--- config.mk ---
export PLATFORM = sky130hd
export DESIGN_NAME = rcas_seq_ctrl
export DESIGN_NICKNAME = d
export VERILOG_FILES = /design/src/rtl/rcas_seq_ctrl.sv
export SDC_FILE = /design/constraint.sdc
export NUM_CORES = 1
export LEC_CHECK = 0
export ABC_AREA = 1
export CAP_MARGIN = 20
export CORE_MARGIN = 4
export CORE_UTILIZATION = 50
export CTS_CLUSTER_DIAMETER = 100
export CTS_CLUSTER_SIZE = 25
export DETAILED_ROUTE_END_ITERATION = 10
export PLACE_DENSITY = 0.79
export REMOVE_ABC_BUFFERS = 1
export SYNTH_ARGS = -nofsm -noshare
export SYNTH_HDL_FRONTEND = slang
export SYNTH_SLANG_ARGS = --single-unit
export TNS_END_PERCENT = 5
--- constraint.sdc ---
create_clock -name clk -period 4.59 [get_ports clk]
set_input_delay 0.918 -clock clk [delete_from_list [all_inputs] [get_ports clk]]
set_output_delay 0.918 -clock clk [all_outputs]
set_load 0.01 [all_outputs]
--- src/rtl/rcas_seq_ctrl.sv ---
// Multi-cycle ripple-carry add/sub sequencer: one SLICE-bit slice per clock, LSB first,
// with the inter-slice carry held in a register. Start/busy/done handshake.
module rcas_seq_ctrl #(
  parameter int WIDTH = 32,
  parameter int SLICE = 8
) (
  input  logic             clk,
  input  logic             rst_n,
  input  logic             start,
  input  logic [WIDTH-1:0] a,
  input  logic [WIDTH-1:0] b,
  input  logic             sel,
  output logic             busy,
  output logic             done,
  output logic [WIDTH-1:0] result,
  output logic             c_out,
  output logic             overflow
);

  localparam int N     = WIDTH / SLICE;
  localparam int IDX_W = $clog2(N + 1);
  localparam logic [IDX_W-1:0] LAST = IDX_W'(N - 1);

  typedef enum logic [1:0] {
    S_IDLE,
    S_RUN,
    S_DONE
  } state_t;

  state_t           state_q;
  logic [IDX_W-1:0] idx_q;
  logic             carry_q;
  logic             sel_q;
  logic [WIDTH-1:0] a_q;
  logic [WIDTH-1:0] b_q;
  logic [WIDTH-1:0] result_q;
  logic             c_out_q;
  logic             ovf_q;
  logic             done_q;
  logic             busy_q;

  logic [SLICE-1:0] a_sl;
  logic [SLICE-1:0] b_sl;
  logic [SLICE-1:0] s_d;
  logic             c_d;
  logic             ovf_d;

  // One slice of the adder; inv turns it into a subtractor stage.
  function automatic logic [SLICE:0] slice_add(input logic [SLICE-1:0] x,
                                               input logic [SLICE-1:0] y,
                                               input logic             inv,
                                               input logic             cin);
    slice_add = {1'b0, x} + {1'b0, y ^ {SLICE{inv}}} + {{SLICE{1'b0}}, cin};
  endfunction

  always_comb begin
    a_sl = '0;
    b_sl = '0;
    for (int j = 0; j < N; j++) begin
      if (idx_q == IDX_W'(j)) begin
        a_sl = a_q[j*SLICE +: SLICE];
        b_sl = b_q[j*SLICE +: SLICE];
      end
    end
    {c_d, s_d} = slice_add(a_sl, b_sl, sel_q, carry_q);
    // Carry into the slice MSB recovered from its sum bit, then XORed with carry out.
    ovf_d = (s_d[SLICE-1] ^ a_sl[SLICE-1] ^ b_sl[SLICE-1] ^ sel_q) ^ c_d;
  end

  always_ff @(posedge clk) begin
    if (!rst_n) begin
      state_q  <= S_IDLE;
      idx_q    <= '0;
      carry_q  <= 1'b0;
      sel_q    <= 1'b0;
      a_q      <= '0;
      b_q      <= '0;
      result_q <= '0;
      c_out_q  <= 1'b0;
      ovf_q    <= 1'b0;
      done_q   <= 1'b0;
      busy_q   <= 1'b0;
    end else begin
      done_q <= 1'b0;
      case (state_q)
        S_IDLE, S_DONE: begin
          if (start) begin
            a_q      <= a;
            b_q      <= b;
            sel_q    <= sel;
            carry_q  <= sel;
            idx_q    <= '0;
            result_q <= '0;
            c_out_q  <= 1'b0;
            ovf_q    <= 1'b0;
            busy_q   <= 1'b1;
            state_q  <= S_RUN;
          end else begin
            busy_q  <= 1'b0;
            state_q <= S_IDLE;
          end
        end
        S_RUN: begin
          for (int j = 0; j < N; j++) begin
            if (idx_q == IDX_W'(j)) result_q[j*SLICE +: SLICE] <= s_d;
          end
          carry_q <= c_d;
          idx_q   <= idx_q + IDX_W'(1);
          if (idx_q == LAST) begin
            c_out_q <= c_d;
            ovf_q   <= ovf_d;
            done_q  <= 1'b1;
            busy_q  <= 1'b0;
            state_q <= S_DONE;
          end
        end
        default: begin
          busy_q  <= 1'b0;
          state_q <= S_IDLE;
        end
      endcase
    end
  end

  assign busy     = busy_q;
  assign done     = done_q;
  assign result   = result_q;
  assign c_out    = c_out_q;
  assign overflow = ovf_q;

endmodule

==> flow_summary.toml <==
[final_layout]
fin_cells = 874
utilization_pct = 64.97
drive_above_1_share_pct = 5.369
nFillCells = 815
area_growth_syn_to_layout_pct = 26.46
nets = 822
n_antenna_cell = 0

[sta]
min_period_over_period_pct = 79.02
period_minus_slack_ns = 3.627
slew_violations = 0
finalSetupViolations = 0
slew_headroom_pct = 34.98
finalHoldViolations = 0
rsz0062_at_grt = "no"
worst_pin_slew_ns = 0.9739
fin_skew_ns = 0.008971
tns_ns = 0
fmax_ghz = 0.2757

[placement]
portBuffers = 103
dp.cells = 858
hpwl_um = 8526
finalWeightedCongestion = 0.8407

[yosys]
yosysUniqueCellTypes = 27
ys_seq_area_share_pct = 44.70
synth.area.top_cells = "dfxtp_1, nor2_1, o21ai_0"
syn_inst = 660
syn_area_um2 = 4747
synth_top_area_share_pct = 44.70
yosys.area.top_type = "dfxtp_1"
yosys_warnings = 0
ys_ff_latch = 106
synth_area_per_cell_um2 = 7.193

[clock_tree]
clockRootBuffer = "clkbuf_8"
clkSinkCount = 106
cts_made_buffers = 9
hold_buffers = 0
cts_tree = "yes"
cts_resized = 0
clk_pin_slew_ns = 0.10
cts_setup_buffers = 0
htreeDepth = 3
cts_buffer_depth = 2
clk_latency_ns = 0.36

[pwr]
power.switching_mw = 0.6407
comb_power_share_pct = 23.3
power_mw = 2.160
p_int_mw = 1.519
leakagePower_nw = 2.501
clockPowerShare_pct = 28.8
p_per_area_nw_per_um2 = 359.8
p_seq_share_pct = 48.0
irDropWorstVdd_v = 0.0001705
swShare_pct = 29.66

[global_routing]
grt.total_usage_pct = 20.55
grt_pass1_vias = 4188
antenna_found_initial = 0
grt-ovfl-total = 0
grt_start_max_net_pins = 83
grt_pass1_wl_um = 18940

[detailed_routing]
ant_nets = 0
drc = 0
vias = 4454
routedWlPerCell_um = 13.09
viasPerCell = 5.096
routed_wl_um = 11440
dr.pass1.iters = 5
drtIter0Drc = 175

[setup_path]
slowest_stage = "ha_1"
r2r_setup_slack_ns = 0.96
cpMostUsedCell = "nand2_1"
critPathLaunchType = "register"
path_class = "reg2reg"
worstPathMaxFanout = 19
r2r-start = "idx_q[0]"
crit_path_end_kind = "register"
crit_chain = "ha_1 -> ha_1 -> inv_2 -> nor2_1 -> a21oi_1 -> xor2_1 -> fa_1 -> fa_1 -> nand3_1 -> nand2_1 -> nand2_1 -> nand2_1 -> a21oi_1 -> xor2_1 -> inv_1 -> nand2_1 -> a21oi_1"
required_ns = 4.82
slowest_delay_ns = 0.53
worst-r2r-cell-count = 17
worstReg2RegEnd = "result[22]"
crit_arrival_ns = 3.85

[die]
pin_count = 104
die_h_um = 105.4
fp-row-count = 35
initial_core_util_pct = 51.37
core-area_um2 = 9240
die_w_um = 105.4
die_area_um2 = 11120

[run_status]
status = "complete, no violations"

[min_path]
holdCritStartpoint = "result[8]"
min_path_type = "reg2reg"
min_path_cells = 2
holdPathEnd = "result[8]"

[run]
maxCapViolations = 0
-- cells in the mapped netlist --
library cell / instances
xor2_1: 8
fa_1: 2
o22ai_1: 1
clkinv_1: 1
a31oi_1: 1
or2_2: 2
buf_6: 2
a21oi_4: 1
inv_1: 25
o21ai_1: 17
a211oi_1: 1
inv_2: 9
buf_2: 7
nand2_1: 101
nand3_1: 41
ha_1: 12
clkbuf_1: 23
nor2_2: 1
buf_4: 3
nor2_4: 2
dfxtp_1: 106
a31o_2: 1
a21oi_1: 44
buf_1: 2
o21ai_0: 101
nand2_4: 4
nor2_1: 142
-- layout make-up --
cell class	count	area (um^2)	share of cell area, %
clock inverters	6	90.09	1.501
repair buffers	106	1049	17.47
multi-input cells	482	2322	38.68
inverters	35	131.4	2.188
clock buffers	10	127.6	2.126
flip-flops and latches	106	2122	35.35
well taps	129	161.4	2.689
-- layout by cell type (no fill, tap or decap), types with 3 or more instances in the layout --
cell               n
o21ai_0          101
ha_1              12
buf_4              3
nor2_1           142
clkdlybuf4s50_1  102
a21oi_1           44
nand2_1          100
inv_2              9
nand2_4            4
o21ai_1           17
nand3_1           41
xor2_1             8
clkbuf_8           9
dfxtp_1          106
inv_1             25
-- through the flow --
step                      area, um^2  worst slack (ns)  hold slack [ns]
final                           6003            0.9631           0.4673
after global routing            6003            0.6544           0.4907
after CTS                       6003             1.005           0.4694
after detailed placement        5786             1.026           0.4549
after global placement          5786             1.198           0.4483
after floorplan                 4573             1.379           0.4292
-- power by group through the flow --
stage | Clock (mW) | Combinational [mW] | Sequential (mW)
floorplan | 0 | 0.295 | 1.06
global placement | 0 | 0.490 | 1.06
detailed placement | 0 | 0.502 | 1.06
CTS | 0.627 | 0.505 | 1.04
global route | 0.663 | 0.569 | 1.05
finish | 0.621 | 0.502 | 1.04
-- worst max path at each step --
| stage | startpoint | endpoint | cells past startpoint |
|---|---|---|---|
| 2_1_floorplan | idx_q[0] | result[22] | 20 |
| 3_3_place_gp | idx_q[0] | result[22] | 17 |
| 3_5_place_dp | idx_q[0] | result[22] | 17 |
| 4_1_cts | idx_q[0] | result[22] | 17 |
| 5_1_grt | idx_q[0] | result[30] | 17 |
| 6_report | idx_q[0] | result[22] | 17 |
-- registers in the layout (all words and copies together), names as in the netlist --
register and flops:
carry_q 1, idx_q 3, b_q 32, overflow 1, state_q 2, result 32, c_out 1, done 1
sel_q 1, a_q 32
-- critical path, delay by kind of cell, from the launching register on --
family | cells | cell delay, ns
AOI/OAI and AO/OA | 3 | 0.29
xor gates and xnor gates | 2 | 0.31
adders and majority gates | 4 | 1.56
buffers and inverters | 2 | 0.32
DFF | 1 | 0.42
and+or+nand+nor | 6 | 0.58
-- metal layers --
layer / share of wire (%) / vias to the layer above / GRT usage [%] / wire length (um)
li1: - / 2309 / - / -
met1: 46 / 1970 / 27.20 / 5309
met2: 45 / 157 / 33.38 / 5200
met3: 6.7 / 18 / 3.919 / 764
met4: 1.5 / 0 / 7.498 / 167
met5: 0 / - / 0 / 0
-- kinds of logic after synthesis --
logic type | Yosys count | share of synthesized area, %
buffers and inverters | 72 | 6.431
adder cells (fa/ha/maj) | 14 | 4.006
AO/OA/AOI/OAI | 167 | 18.03
XOR/XNOR | 8 | 1.476
AND/OR/NAND/NOR | 293 | 25.36
flip-flops | 106 | 44.70
No activity file was read; power rests on OpenSTA's default activity.
